$ cat config.mk
export PLATFORM = sky130hd
export DESIGN_NAME = matriz_leds_varredura_flat
export DESIGN_NICKNAME = d
export VERILOG_FILES = /design/src/rtl/matriz_leds_varredura_pkg.sv /design/src/rtl/matriz_leds_varredura_if.sv /design/src/rtl/matriz_leds_varredura_demux_coluna.sv /design/src/rtl/matriz_leds_varredura.sv /design/src/flat_wrapper.sv
export SDC_FILE = /design/constraint.sdc
export NUM_CORES = 1
export LEC_CHECK = 0
export CAP_MARGIN = 25
export CORE_ASPECT_RATIO = 0.8
export CORE_UTILIZATION = 60
export DETAILED_ROUTE_END_ITERATION = 7
export GPL_TIMING_DRIVEN = 0
export PLACE_DENSITY = 0.85
export SLEW_MARGIN = 30
export SYNTH_ARGS = -nofsm -noshare
export SYNTH_HDL_FRONTEND = slang
export SYNTH_HIERARCHICAL = 1
export SYNTH_SLANG_ARGS = --single-unit
$ cat constraint.sdc
create_clock -name clk -period 4.2 [get_ports clk]
set_clock_uncertainty 0.2 [all_clocks]
set_input_delay 0.84 -clock clk [delete_from_list [all_inputs] [get_ports clk]]
set_output_delay 0.84 -clock clk [all_outputs]
set_load 0.03 [all_outputs]
$ cat src/rtl/matriz_leds_varredura_pkg.sv
// Shared types and defaults for the column-scanned LED matrix driver.
// Package name is matriz_pkg; the optional MATRIZ_BRILHO_EN build uses BRILHO_W.
package matriz_pkg;

   typedef enum logic [1:0] {
      IDLE  = 2'd0,
      BLANK = 2'd1,
      ATIVO = 2'd2
   } estado_t;

   localparam int N_LINHAS_DEF     = 7;
   localparam int N_COLUNAS_DEF    = 5;
   localparam int TICKS_COLUNA_DEF = 1000;
   localparam int TICKS_BLANK_DEF  = 2;
   localparam int BRILHO_W         = 4;

   // larger of two dwell lengths, sizes the shared dwell counter
   function automatic int max2(input int a, input int b);
      return (a > b) ? a : b;
   endfunction

endpackage

$ cat src/rtl/matriz_leds_varredura_if.sv
// Frame/scan bus of the LED matrix driver.
// master = frame source (drives enable/load/mapa_in), slave = scanner.
// With MATRIZ_BRILHO_EN defined the bus also carries brilho.
interface matriz_leds_varredura_if #(
   parameter int N_LINHAS  = matriz_pkg::N_LINHAS_DEF,
   parameter int N_COLUNAS = matriz_pkg::N_COLUNAS_DEF
);
   localparam int IW = $clog2(N_COLUNAS);

   logic                          enable;
   logic [N_LINHAS*N_COLUNAS-1:0] mapa_in;
   logic                          load;
   logic                          pendente;
   logic [N_LINHAS-1:0]           linhas;
   logic [N_COLUNAS-1:0]          colunas;
   logic [IW-1:0]                 coluna_idx;
   logic                          frame_fim;
`ifdef MATRIZ_BRILHO_EN
   logic [matriz_pkg::BRILHO_W-1:0] brilho;

   modport master (output enable, mapa_in, load, brilho,
                   input  pendente, linhas, colunas, coluna_idx, frame_fim);
   modport slave  (input  enable, mapa_in, load, brilho,
                   output pendente, linhas, colunas, coluna_idx, frame_fim);
`else
   modport master (output enable, mapa_in, load,
                   input  pendente, linhas, colunas, coluna_idx, frame_fim);
   modport slave  (input  enable, mapa_in, load,
                   output pendente, linhas, colunas, coluna_idx, frame_fim);
`endif
endinterface

$ cat src/rtl/matriz_leds_varredura_demux_coluna.sv
// Column index -> one-hot column select; all zero when not valid.
module demux_coluna #(
   parameter int N_COLUNAS = matriz_pkg::N_COLUNAS_DEF,
   parameter int IW        = $clog2(N_COLUNAS)
) (
   input  logic [IW-1:0]        idx,
   input  logic                 valid,
   output logic [N_COLUNAS-1:0] colunas
);
   // one compare per column; out-of-range indices light nothing
   for (genvar c = 0; c < N_COLUNAS; c++) begin : g_col
      assign colunas[c] = valid && (idx == IW'(c));
   end
endmodule

$ cat src/rtl/matriz_leds_varredura.sv
// Column-scanning LED matrix driver with double-buffered frames.
// Each column: TICKS_BLANK dark cycles, then TICKS_COLUNA lit cycles.
// A frame loaded while scanning waits in the shadow buffer and is swapped in
// only at the end of a full scan, so one frame never mixes two buffers.
// Optional: MATRIZ_BRILHO_EN adds PWM dimming of the rows via bus.brilho.
module matriz_leds_varredura
   import matriz_pkg::*;
#(
   parameter int N_LINHAS     = N_LINHAS_DEF,
   parameter int N_COLUNAS    = N_COLUNAS_DEF,
   parameter int TICKS_COLUNA = TICKS_COLUNA_DEF,
   parameter int TICKS_BLANK  = TICKS_BLANK_DEF
) (
   input  logic                      clk,
   input  logic                      rst_n,
   matriz_leds_varredura_if.slave    bus
);
   localparam int IW = $clog2(N_COLUNAS);
   localparam int CW = $clog2(max2(TICKS_COLUNA, TICKS_BLANK) + 1);

   typedef logic [N_COLUNAS-1:0][N_LINHAS-1:0] mapa_t;

   estado_t             estado, estado_nx;
   logic [CW-1:0]       cnt, cnt_nx;
   logic [IW-1:0]       idx, idx_nx;
   logic                fim_frame;
   mapa_t               ativo, sombra;
   logic                pend;
   logic [N_LINHAS-1:0] col_sel;
   logic                acende;

   // state, dwell counter and column index registers
   always_ff @(posedge clk or negedge rst_n) begin
      if (!rst_n) begin
         estado <= IDLE;
         cnt    <= '0;
         idx    <= '0;
      end else begin
         estado <= estado_nx;
         cnt    <= cnt_nx;
         idx    <= idx_nx;
      end
   end

   // next state: dwell timing, column advance, frame end; enable low wins
   always_comb begin
      estado_nx = estado;
      cnt_nx    = cnt;
      idx_nx    = idx;
      fim_frame = 1'b0;
      case (estado)
         IDLE: begin
            cnt_nx = '0;
            idx_nx = '0;
            if (bus.enable) estado_nx = BLANK;
         end
         BLANK: begin
            if (cnt == CW'(TICKS_BLANK - 1)) begin
               estado_nx = ATIVO;
               cnt_nx    = '0;
            end else begin
               cnt_nx = cnt + 1'b1;
            end
         end
         ATIVO: begin
            if (cnt == CW'(TICKS_COLUNA - 1)) begin
               estado_nx = BLANK;
               cnt_nx    = '0;
               if (idx == IW'(N_COLUNAS - 1)) begin
                  idx_nx    = '0;
                  fim_frame = 1'b1;
               end else begin
                  idx_nx = idx + 1'b1;
               end
            end else begin
               cnt_nx = cnt + 1'b1;
            end
         end
         default: estado_nx = IDLE;
      endcase
      if (!bus.enable) begin
         estado_nx = IDLE;
         cnt_nx    = '0;
         idx_nx    = '0;
         fim_frame = 1'b0;
      end
   end

   // frame buffers: direct write when idle, shadow capture while scanning,
   // shadow->active swap only at frame end
   always_ff @(posedge clk or negedge rst_n) begin
      if (!rst_n) begin
         ativo  <= '0;
         sombra <= '0;
         pend   <= 1'b0;
      end else if (estado == IDLE) begin
         if (bus.load) ativo <= bus.mapa_in;
      end else if (fim_frame && pend) begin
         ativo <= sombra;
         pend  <= 1'b0;
      end else if (bus.load && !pend) begin
         sombra <= bus.mapa_in;
         pend   <= 1'b1;
      end
   end

   // slice of the active buffer for the current column
   always_comb begin
      col_sel = '0;
      for (int c = 0; c < N_COLUNAS; c++)
         if (idx == IW'(c)) col_sel = ativo[c];
   end

`ifdef MATRIZ_BRILHO_EN
   logic [BRILHO_W-1:0] fase;

   // PWM phase: held at 0 outside ATIVO so each column starts at phase 0
   always_ff @(posedge clk or negedge rst_n) begin
      if (!rst_n)               fase <= '0;
      else if (estado != ATIVO) fase <= '0;
      else                      fase <= fase + 1'b1;
   end

   assign acende = (estado == ATIVO) && (fase < bus.brilho);
`else
   assign acende = (estado == ATIVO);
`endif

   // row drive: row r shows slice bit (N_LINHAS-1-r)
   always_comb begin
      bus.linhas = '0;
      for (int r = 0; r < N_LINHAS; r++)
         bus.linhas[r] = acende && col_sel[N_LINHAS-1-r];
   end

   demux_coluna #(.N_COLUNAS(N_COLUNAS), .IW(IW)) u_demux (
      .idx     (idx),
      .valid   (estado == ATIVO),
      .colunas (bus.colunas)
   );

   assign bus.pendente   = pend;
   assign bus.coluna_idx = idx;
   assign bus.frame_fim  = fim_frame;

endmodule

$ cat src/flat_wrapper.sv
// flat-port wrapper written by rule: the top's interface ports become plain ports
module matriz_leds_varredura_flat import matriz_pkg::*;
#(
   parameter int N_LINHAS     = N_LINHAS_DEF,
   parameter int N_COLUNAS    = N_COLUNAS_DEF,
   parameter int TICKS_COLUNA = TICKS_COLUNA_DEF,
   parameter int TICKS_BLANK  = TICKS_BLANK_DEF
)
  (clk, rst_n, bus_enable, bus_mapa_in, bus_load, bus_pendente, bus_linhas, bus_colunas, bus_coluna_idx, bus_frame_fim);
  matriz_leds_varredura_if #(.N_LINHAS(N_LINHAS), .N_COLUNAS(N_COLUNAS)) bus_i ();
  input  logic clk;
  input  logic rst_n;
  input wire logic [$bits(bus_i.enable)-1:0] bus_enable;
  input wire logic [$bits(bus_i.mapa_in)-1:0] bus_mapa_in;
  input wire logic [$bits(bus_i.load)-1:0] bus_load;
  output wire logic [$bits(bus_i.pendente)-1:0] bus_pendente;
  output wire logic [$bits(bus_i.linhas)-1:0] bus_linhas;
  output wire logic [$bits(bus_i.colunas)-1:0] bus_colunas;
  output wire logic [$bits(bus_i.coluna_idx)-1:0] bus_coluna_idx;
  output wire logic [$bits(bus_i.frame_fim)-1:0] bus_frame_fim;
  assign bus_i.enable = bus_enable;
  assign bus_i.mapa_in = bus_mapa_in;
  assign bus_i.load = bus_load;
  assign bus_pendente = bus_i.pendente;
  assign bus_linhas = bus_i.linhas;
  assign bus_colunas = bus_i.colunas;
  assign bus_coluna_idx = bus_i.coluna_idx;
  assign bus_frame_fim = bus_i.frame_fim;
  matriz_leds_varredura #(.N_LINHAS(N_LINHAS), .N_COLUNAS(N_COLUNAS), .TICKS_COLUNA(TICKS_COLUNA), .TICKS_BLANK(TICKS_BLANK)) u_core (.clk(clk), .rst_n(rst_n), .bus(bus_i));
endmodule
==> metrics.txt <==
Cell Pwr Density=approximately 560 mW/mm2; RSZ-0062 raised after global routing=no; Max Fclk=247 MHz; crit path DAT=about 3.0 ns; n_diodes=0; initial DRC count=between 200 and 250; I/O Buffers=54; Post-synth EDFFs=0; Setup WS pre-CTS=0.365 ns; worst hold path type=in2async; met2 routed WL=between 5 and 6 mm; area of the core=~0.0071 mm2; gr usage total=approximately 29%; crit share post-route=a little over nine tenths; max layer used=met4; routability cong.=~0.9; M1 WL=4.79 mm; LEAKAGE=0.00252 uW; Die Y=between 70 and 80 um; initial antenna violation count=0; vias in the first global route=between 3000 and 4000; sequential area share after synthesis=between 40% and 50%; Post-Syn Nets=453; Reg clk slew, reported paths=0.08 ns; Final Max Tran Viols=0; CP Capture Type=output pin; Yosys reg bits=86; area delta synth->final=20.0%; Final setup viols=0; Worst Tran Pin Value=0.671 ns; largest net degree at the start of global routing=63; global-route wire length before repair=17.3 mm; fin util=between 70% and 80%; Layout fillers=between 400 and 500; DIE AREA=0.00782 mm2; element type at the critical path start=flop; Layout Nets=about 520; Mapped Area=about 0.0045 mm2; Post-Syn Instances=roughly 400; DR vias=3574; DRC errors left=0; Final Hold Vio Count=0; hold buffers post-CTS=0; CTS max path bufs=2; Worst EP required=about 3.2 ns; share of cells above drive strength 1=approximately 16%; initial core utilization=between 60% and 70%; YS warnings=6; Setup Buffers After CTS=0; Power, Total=3010 uW; TritonRoute pass-1 iters=5; DPL Wire Length=7.43 mm; critical path class=reg2out; grt total ovfl=0; clock root buffer=clkbuf_8; # H-tree levels=3; Inserted Clock Buffers=9; TritonCTS Sinks=86; CTS tree=done; row count=27; max_slew headroom=between 50% and 60%; worst skew pair latency=0.35 ns; synth unique cells=46; met3 routed WL=509 um; syn avg cell area=11.1 um2; IO Pins=56; Main synth FF type=dfrtp_1; routed wire length=approximately 11 mm; via/cell ratio=about 6.4; Crit Path Max Fanout=10; Die X-Extent=just under 100 um; VDD IR-drop max=roughly 280 uV; Final min period=~4 ns; PnR worst setup slack=0.159 ns; share of flip-flops with an asynchronous set or reset=100%; Avg WL per Cell=between 15 and 20 um; Max Cap Viol=0; Min Hold Slack=0.133 ns; Antenna Violating Nets Remaining=0; run status=completed
## worst max-delay path: stages, from the launching register on
cell	delay, ns
dfrtp_1	0.51
inv_1	0.13
ha_1	0.28
clkbuf_2	0.23
and3b_1	0.25
a21oi_1	0.04
o21ai_0	0.22
a221oi_1	0.11
nor2_1	0.18
clkdlybuf4s50_1	0.69
## worst paths after layout
check                                    startpoint                       end  slack, ns  depth (start not counted)
setup / recovery           u_core/bus.coluna_idx[1]             bus_linhas[0]       0.16                          9
hold / removal                                rst_n         u_core/sombra[21]       0.13                          1
setup reg to reg           u_core/bus.coluna_idx[1]          u_core/ativo[26]       1.41                          9
hold reg to reg                    u_core/sombra[5]          u_core/sombra[5]       0.32                          1
max in group asynchronous                     rst_n  u_core/bus.coluna_idx[0]       3.06                          2
min in group clk                   u_core/sombra[5]          u_core/sombra[5]       0.32                          1
## layout make-up
type	count	area [um2]	share of cell area [%]
tap	87	109	2.02
clock inverter	4	72.6	1.35
clock buffer	10	138	2.56
sequential	86	2150	40.0
timing repair buffer	55	574	10.7
buffer	24	136	2.54
multi-input combinational	285	2160	40.3
inverter	8	30.0	0.558
## placed cells by master, fill, tap and decap left out, types with 3 or more instances in the layout
| master | Yosys | layout |
|---|---|---|
| o21ai_0 | 22 | 22 |
| ha_1 | 11 | 11 |
| nand3_1 | 4 | 4 |
| a21oi_1 | 43 | 43 |
| clkdlybuf4s50_1 | 0 | 51 |
| o22ai_1 | 36 | 36 |
| a221oi_1 | 7 | 7 |
| a21o_1 | 6 | 6 |
| buf_6 | 5 | 6 |
| mux2i_1 | 38 | 38 |
| clkbuf_1 | 11 | 10 |
| and3b_1 | 7 | 7 |
| buf_2 | 5 | 5 |
| inv_1 | 7 | 7 |
| mux2_2 | 38 | 38 |
| nor2_1 | 14 | 14 |
| and3_1 | 4 | 4 |
| nor3_1 | 3 | 3 |
| nand2_1 | 14 | 14 |
| and4bb_2 | 3 | 3 |
| nor2b_1 | 6 | 6 |
| nor3b_1 | 5 | 5 |
| clkbuf_8 | 0 | 10 |
| dfrtp_1 | 86 | 85 |
## where the power goes
part	internal, uW	total, uW	leakage [uW]	switching (uW)
logic	457	998	0.00136	541
registers	1140	1380	0.00105	242
clock network	344	626	0.000104	282
## stage by stage
| step | TNS (ns) | instances | area [um2] |
|---|---|---|---|
| floorplan | 0 | 403 | 4480 |
| global placement | -80.91 | 544 | 5130 |
| detailed placement | 0 | 545 | 5160 |
| CTS | 0 | 559 | 5370 |
| global route | 0 | 559 | 5380 |
| finish | 0 | 559 | 5380 |
## synth_stat cells (2+ instances only)
cell / instances / area, um2
a21o_1: 6 / 45.0
a21oi_1: 43 / 215
a221oi_1: 7 / 61.3
a22oi_1: 2 / 15.0
and2_1: 2 / 12.5
and3_1: 4 / 25.0
and3b_1: 7 / 61.3
and4bb_2: 3 / 37.5
buf_1: 2 / 7.51
buf_2: 5 / 25.0
buf_6: 5 / 56.3
clkbuf_1: 11 / 41.3
dfrtp_1: 86 / 2150
ha_1: 11 / 138
inv_1: 7 / 26.3
mux2_2: 38 / 428
mux2i_1: 38 / 380
nand2_1: 14 / 52.6
nand3_1: 4 / 20.0
nand4_1: 2 / 12.5
nor2_1: 14 / 52.6
nor2b_1: 6 / 37.5
nor3_1: 3 / 15.0
nor3b_1: 5 / 37.5
o21ai_0: 22 / 110
o22ai_1: 36 / 225
## kinds of logic after synthesis
kind of cell	count (synthesis)	share of synthesized area, %
simple gates	75	10.6
flops	86	48.0
compound gates	122	16.4
buf+inv	32	3.68
fa+ha+maj	11	3.07
mux	76	18.0
xor+xnor	1	0.195
## timing repair
item                                    CTS  global route
gates cloned                              0             0
endpoints found under the hold margin     0             0
gates resized for setup                   1             3
endpoints found under the setup margin    1             3
## registers in the layout (all words and copies together), names as in the netlist
| register | count |
|---|---|
| u_core/sombra | 35 |
| u_core/estado | 2 |
| u_core/ativo | 35 |
| u_core/cnt | 10 |
| u_core/bus.pendente | 1 |
| u_core/bus.coluna_idx | 3 |
## metal layers
layer	GRT usage, %	vias up
li1	-	1660
met1	39.0	1777
met2	46.8	112
met3	5.90	25
met4	11.2	0
met5	0	-
(Power assumes the default switching activity.)
